$ cat src/rtl/lsu_pkg.sv
// ============================================================================
// Module   : lsu_pkg
// Purpose  : Shared size and state encodings and byte-lane enables for the LSU.
// Revision : 1.0 - initial release
// ============================================================================
`default_nettype none

package lsu_pkg;

  typedef enum logic [1:0] {
    SIZE_BYTE = 2'd0,
    SIZE_HALF = 2'd1,
    SIZE_WORD = 2'd2,
    SIZE_RSVD = 2'd3
  } lsu_size_e;

  // State encoding kept as plain constants for legacy tools that dump raw codes
  typedef logic [1:0] lsu_state_t;
  localparam lsu_state_t ST_IDLE    = 2'd0;
  localparam lsu_state_t ST_ISSUE   = 2'd1;
  localparam lsu_state_t ST_CAPTURE = 2'd2;
  localparam lsu_state_t ST_RESP    = 2'd3;

  localparam logic [3:0] C_BE_BYTE = 4'b0001;
  localparam logic [3:0] C_BE_HALF = 4'b0011;
  localparam logic [3:0] C_BE_WORD = 4'b1111;

  function automatic logic [3:0] be_for_size(input lsu_size_e size);
    case (size)
      SIZE_BYTE: be_for_size = C_BE_BYTE;
      SIZE_HALF: be_for_size = C_BE_HALF;
      SIZE_WORD: be_for_size = C_BE_WORD;
      default:   be_for_size = 4'b0000;
    endcase
  endfunction

endpackage

`default_nettype wire

$ cat src/rtl/lsu_extend.sv
// ============================================================================
// Module   : lsu_extend
// Purpose  : Combinational zero/sign extension of load data by access size.
// Revision : 1.0 - initial release
// ============================================================================
`default_nettype none

module lsu_extend
  import lsu_pkg::*;
(
  input  logic [31:0] i_data,
  input  lsu_size_e   i_size,
  input  logic        i_unsigned,
  output logic [31:0] o_data
);

  always_comb begin
    o_data = i_data;
    case (i_size)
      SIZE_BYTE: o_data = {{24{~i_unsigned & i_data[7]}}, i_data[7:0]};
      SIZE_HALF: o_data = {{16{~i_unsigned & i_data[15]}}, i_data[15:0]};
      default:   o_data = i_data;
    endcase
  end

endmodule

`default_nettype wire

$ cat src/rtl/load_store_unit.sv
// ============================================================================
// Module   : load_store_unit
// Purpose  : Single-outstanding load/store unit with range/size fault checks.
//            Optional macro LSU_MISALIGN_TRAP_EN faults misaligned half/word.
// Revision : 1.0 - initial release
// ============================================================================
`default_nettype none

module load_store_unit
  import lsu_pkg::*;
#(
  parameter int MEM_ADDR_BITS = 11
)
(
  input  logic        clk,
  input  logic        rst_n,
  input  logic        i_clk_enable,
  input  logic        i_req_valid,
  output logic        o_req_ready,
  input  logic        i_req_store,
  input  logic [1:0]  i_req_size,
  input  logic        i_req_unsigned,
  input  logic [31:0] i_req_addr,
  input  logic [31:0] i_req_wdata,
  output logic [31:0] o_mem_addr,
  output logic [31:0] o_mem_offset_addr,
  output logic [31:0] o_mem_wdata,
  output logic        o_mem_we,
  output logic [3:0]  o_mem_be,
  input  logic [31:0] i_mem_rdata,
  output logic        o_resp_valid,
  input  logic        i_resp_ready,
  output logic [31:0] o_resp_data,
  output logic        o_resp_err
);

  lsu_state_t  r_state;
  lsu_size_e   r_size;
  logic        r_store;
  logic        r_unsigned;
  logic        r_err;
  logic [31:0] r_addr;
  logic [31:0] r_wdata;
  logic [31:0] r_rdata;

  lsu_size_e   w_req_size;
  logic        w_oob;
  logic        w_misalign;
  logic        w_fault;
  logic [31:0] w_ext;

  assign w_req_size = lsu_size_e'(i_req_size);
  assign w_oob      = |(i_req_addr >> MEM_ADDR_BITS);

`ifdef LSU_MISALIGN_TRAP_EN
  assign w_misalign = ((w_req_size == SIZE_HALF) && i_req_addr[0]) ||
                      ((w_req_size == SIZE_WORD) && (i_req_addr[1:0] != 2'b00));
`else
  assign w_misalign = 1'b0;
`endif

  assign w_fault = w_oob || (w_req_size == SIZE_RSVD) || w_misalign;

  lsu_extend u_extend (
    .i_data     (i_mem_rdata),
    .i_size     (r_size),
    .i_unsigned (r_unsigned),
    .o_data     (w_ext)
  );

  always_ff @(posedge clk or negedge rst_n) begin
    if (!rst_n) begin
      r_state    <= ST_IDLE;
      r_size     <= SIZE_BYTE;
      r_store    <= 1'b0;
      r_unsigned <= 1'b0;
      r_err      <= 1'b0;
      r_addr     <= '0;
      r_wdata    <= '0;
      r_rdata    <= '0;
    end else if (i_clk_enable) begin
      case (r_state)
        ST_IDLE: begin
          if (i_req_valid) begin
            r_size     <= w_req_size;
            r_store    <= i_req_store;
            r_unsigned <= i_req_unsigned;
            r_addr     <= i_req_addr;
            r_wdata    <= i_req_wdata;
            r_rdata    <= '0;
            r_err      <= w_fault;
            r_state    <= w_fault ? ST_RESP : ST_ISSUE;
          end
        end
        ST_ISSUE:   r_state <= r_store ? ST_RESP : ST_CAPTURE;
        ST_CAPTURE: begin
          r_rdata <= w_ext;
          r_state <= ST_RESP;
        end
        ST_RESP: begin
          if (i_resp_ready) begin
            r_state <= ST_IDLE;
          end
        end
        default:    r_state <= ST_IDLE;
      endcase
    end
  end

  assign o_req_ready       = (r_state == ST_IDLE);
  assign o_resp_valid      = (r_state == ST_RESP);
  assign o_resp_data       = r_rdata;
  assign o_resp_err        = r_err;
  assign o_mem_addr        = r_addr;
  assign o_mem_offset_addr = r_addr + 32'd4;
  assign o_mem_wdata       = r_wdata;
  assign o_mem_we          = (r_state == ST_ISSUE) && r_store;
  assign o_mem_be          = (r_state == ST_ISSUE) ? be_for_size(r_size) : 4'b0000;

endmodule

`default_nettype wire

$ cat config.mk
export PLATFORM = sky130hd
export DESIGN_NAME = load_store_unit
export DESIGN_NICKNAME = d
export VERILOG_FILES = /design/src/rtl/lsu_pkg.sv /design/src/rtl/lsu_extend.sv /design/src/rtl/load_store_unit.sv
export SDC_FILE = /design/constraint.sdc
export NUM_CORES = 1
export LEC_CHECK = 0
export CAP_MARGIN = 10
export CORE_ASPECT_RATIO = 1.25
export CORE_UTILIZATION = 44
export DETAILED_ROUTE_END_ITERATION = 6
export PLACE_DENSITY = 0.95
export SYNTH_ARGS = -nofsm -noshare
export SYNTH_HDL_FRONTEND = slang
export SYNTH_HIERARCHICAL = 1
export SYNTH_SLANG_ARGS = --single-unit
export TNS_END_PERCENT = 100
$ cat constraint.sdc
create_clock -name clk -period 4.4 [get_ports clk]
set_clock_uncertainty 0.2 [all_clocks]
set_input_delay 0.66 -clock clk [delete_from_list [all_inputs] [get_ports clk]]
set_output_delay 0.66 -clock clk [all_outputs]
set_load 0.01 [all_outputs]
Word-level counts from Yosys, hierarchy flattened --
Cells that the tools add are included. W data, S select, Z words.
Word-level totals: logic and storage cells 39, register bits 103
Operators by class: reduce and logical (&&, ||, !) cells 9, bitwise operators 3, $add $sub $neg 1, mux-type cells 10, equal/unequal tests 8
Operators with widths (number):
- $pmux W32 S2 | 2
- $add A32 B3 Y32 const B | 1
- $mux W32 | 1
- $reduce_or A21 Y1 | 1
- $pmux W4 S3 | 1
- $reduce_and A3 Y1 | 3
- $eq A2 B2 Y1 const B | 4
- $pmux W2 S4 | 1
- $mux W2 | 3
- $eq A2 B1 Y1 const B | 2
- $logic_not A2 Y1 | 2
- $mux W4 | 1
- $and A1 B1 Y1 | 2
- $ne A2 B1 Y1 const B | 1
- $ne A2 B2 Y1 const B | 1
- $reduce_bool A2 Y1 | 1
- $logic_and A1 B1 Y1 | 1
- $logic_or A1 B1 Y1 | 1
- $mux W1 | 1
- $not A1 Y1 | 1

Longest topological paths before layout --
depth after elaboration 5, gate-level depth with buffers 8, gate-level depth less buffers 6

Modules after synthesis --
Netlist, hierarchy kept.
By module, submodules not included:
- load_store_unit | area an instance 4663.2 um2, times used 1, cells an instance 410, seq. area each 2577.5 um2
- lsu_extend | area an instance 355.3 um2, times used 1, cells an instance 67, seq. area each 0.0 um2

Worst setup path before layout --
OpenSTA, ideal clock, no wires.
path type reg-to-output, start register r_addr[14], in the netlist o_mem_addr[14], end output port o_mem_offset_addr[30], path buffers 1, required time 3.540 ns, slack 2.026 ns, cell stages (with the launch flop) 6, data arrival time 1.514 ns, cell sequence dfrtp_1 and4_1 buf_4 nand4_4 nor4b_2 xor2_1
Between the ends: cells in the longest elaborated chain, start to end 1
RTL lines:
- from (decl) | RTL line load_store_unit.sv:42 | logic [31:0] r_addr;
- from (signal assigned) | RTL line load_store_unit.sv:88 | r_addr <= i_req_addr;
- $add A32 B3 Y32 | RTL line load_store_unit.sv:115 | assign o_mem_offset_addr = r_addr + 32'd4;
- to (decl) | RTL line load_store_unit.sv:26 | output logic [31:0] o_mem_offset_addr,
No other way between the ends.

Final worst setup path --
start register r_addr[2], in the netlist o_mem_addr[2], end output port o_mem_offset_addr[20]
The elaborated chain is that of the path after synthesis.

==> reports/qor.yml <==
cells_and_area:
  diodes: 0
  fin_nets: 802
  syn2layout_area_growth_pct: 53.8
  drive_gt1_share_pct: 13.4
  final_area_mm2: 0.00772
  stdcell_count: 830
power_and_ir_drop:
  ir_drop_uv: 398
  cellLeakagePower_nw: 3.37
  powerDensity_mw_per_mm2: 681
logic_synthesis:
  synthesis.nets: 589
  postSynthCellCount: 477
  synth_cell_types: 33
  yosys_warnings: 6
  avgSynthCellArea_um2: 10.5
  synth_seq_cells: 103
  seq_area_frac_synth_pct: 51.4
  netlist_area_mm2: 0.00502
global_route:
  grt_max_degree: 82
  grt_overflow_total: 0
  grt_pass1_vias: 4445
  grt_pass1_wl_mm: 23.0
  antenna_found_initial: 0
  grt_usage_pct: 24.8
sta:
  fmax_mhz: 294
  post-route-period-util_pct: 77.4
  hold_viol: 0
  setup_violations: 0
  period_minus_slack_ns: 3.40
  final.setup.tns_ns: 0
  slew_headroom_pct: 23.6
  worst_slew_pin_slew_ns: 1.15
  slew_violations: 0
  rsz0062_at_grt: "no"
worst_setup_path:
  cp_slowest_cell: "clkdlybuf4s50_1"
  reg2reg_slack_ns: 1.82
  cpLargestDelayFamily: "simple AND/OR/NAND/NOR gates"
  crit_required_ns: 3.54
  crit_chain: "ha_1 -> and3_1 -> and3_1 -> nand4_1 -> xnor2_1 -> clkdlybuf4s50_1"
  endpoint_kind: "output port"
  critPathKind: "reg2out"
  cp_max_fo: 6
  worst_setup_path_start_kind: "register"
  crit_arrival_ns: 2.54
  critPathMostFrequentCell: "and3_1"
  crit_path_max_incr_delay_ns: 0.56
  timing.critical_path.buf_inv: 1
die:
  coreArea_mm2: 0.0111
  dieArea_mm2: 0.0118
  die_x_um: 97.5
  rows: 43
  initial_core_util_pct: 45.3
  ioPinCount: 241
  chipHeight_um: 121
clock_tree:
  clock_latency_ns: 0.34
  cts_hold_buf: 0
  cts_buffer_depth: 2
  cts_num_sinks: 103
  post_cts_resized: 0
  cts_buffers: 9
  cts-root-buf: "clkbuf_16"
  clk_pin_slew_worst_paths_ns: 0.07
  cts-htree-levels: 3
  cts_tree: "built"
  cts_post_setup_buffers_inserted: 0
placement:
  place_area_mm2: 0.00740
  dp_hpwl_mm: 11.1
  post-place-cells: 813
  port_buffers: 240
  place.gp.congestion: 0.888
drt:
  ant_nets: 0
  drt-pass1-iter-count: 5
  wire_per_inst_um: 17.9
  vias: 4407
  drt_iter0_markers: 239
  viasPerCell: 5.31
  drcViolationCount: 0
  wl_mm: 14.9
flow_run:
  cap_violations: 0
hold_path:
  hold_class: "in2async"
run_status:
  status: "completed"
## final cells by class
| type | count | area (um^2) |
|---|---|---|
| clock buffer | 10 | 229 |
| multi-input combinational | 327 | 2200 |
| fill | 803 | 3360 |
| clock inverter | 6 | 61.3 |
| timing repair buffer | 243 | 2450 |
| tap | 135 | 169 |
| inverter | 6 | 22.5 |
| sequential | 103 | 2580 |
## metrics by stage
step	hold WS, ns	power (mW)	worst slack (ns)	utilization, %
after floorplan	0.164	2.94	2.03	-
after CTS	0.300	5.27	1.02	69.4
final	0.281	5.26	0.995	69.6
after detailed placement	0.284	4.47	1.40	66.8
after global routing	0.325	5.53	0.873	69.6
after global placement	0.280	4.35	1.49	66.8
## power by group
| part | switching, mW | internal [mW] | total (mW) |
|---|---|---|---|
| sequential | 0.446 | 1.38 | 1.82 |
| clock | 0.345 | 0.439 | 0.785 |
| combinational | 1.08 | 1.57 | 2.65 |
| total | 1.87 | 3.39 | 5.26 |
## cell families after synthesis
family	count (synthesis)	share of synthesized area, %
simple gates	193	18.3
flops	103	51.4
mux	69	15.5
buf+inv	47	4.96
compound gates	30	3.19
xor+xnor	28	4.89
fa+ha+maj	7	1.75
## sequential cells by signal, indices dropped and copies added (netlist names)
register	cells
o_mem_addr	32
o_mem_wdata	32
o_resp_data	32
r_size	2
r_state	2
o_resp_err	1
r_store	1
r_unsigned	1
## worst register-to-register path: stages (launching register included)
cell and delay, ns:
dfrtp_1 0.45, inv_1 0.12, ha_1 0.34, nand3_4 0.58, buf_12 0.44, mux2_2 0.34
## cell usage in the layout (no fill, tap or decap), types with 3 or more instances in the layout
| cell type | n |
|---|---|
| ha_1 | 7 |
| clkbuf_16 | 9 |
| nand2_1 | 99 |
| dfrtp_1 | 103 |
| nor4_1 | 4 |
| nand3_1 | 44 |
| nor3_1 | 7 |
| clkdlybuf4s50_1 | 239 |
| inv_1 | 6 |
| mux2_2 | 68 |
| and3_1 | 6 |
| xor2_1 | 17 |
| xnor2_1 | 11 |
| and4_1 | 5 |
| o21ai_0 | 26 |
| nor2_1 | 10 |
| nand4_1 | 6 |
| clkinv_2 | 3 |
## path summary, 6_finish.rpt
path,cells past startpoint,from,end
setup reg to reg,5,r_state[0],o_mem_wdata[9]
max in group asynchronous,2,rst_n,o_mem_wdata[28]
min in group clk,2,o_resp_data[1],o_resp_data[1]
hold / removal,1,rst_n,o_mem_addr[30]
setup / recovery,6,o_mem_addr[2],o_mem_offset_addr[20]
hold reg to reg,2,o_resp_data[1],o_resp_data[1]
## synth_stat cells
cell type | number | area share [%]
nand2b_1 | 2 | 0.25
a211oi_1 | 1 | 0.15
nor4b_2 | 1 | 0.30
xor2_1 | 17 | 3.0
nor2b_1 | 2 | 0.25
clkbuf_2 | 1 | 0.10
nand4_4 | 1 | 0.42
nor4_1 | 4 | 0.50
nor3_1 | 7 | 0.70
o22a_1 | 1 | 0.17
buf_4 | 13 | 1.9
nand2_1 | 99 | 7.4
a31oi_1 | 1 | 0.12
nor4_2 | 1 | 0.25
and3_1 | 6 | 0.75
o21bai_1 | 1 | 0.15
and4_1 | 5 | 0.87
clkbuf_1 | 19 | 1.4
inv_1 | 6 | 0.45
or4b_4 | 1 | 0.27
or2_1 | 1 | 0.12
nand4_1 | 6 | 0.75
dfrtp_1 | 103 | 51
o21ai_0 | 26 | 2.6
and2_1 | 2 | 0.25
mux2i_2 | 1 | 0.27
xnor2_1 | 11 | 1.9
nor2_1 | 10 | 0.75
nand3_1 | 45 | 4.5
ha_1 | 7 | 1.7
buf_2 | 6 | 0.60
mux2_2 | 68 | 15
buf_6 | 2 | 0.45
## layer usage
metal	GRT usage (%)	wire length (um)
met5	0	0
met4	9.19	416
met3	7.49	1220
met2	45.2	7870
met1	27.0	5350
Power figures use the tool's default switching activity.
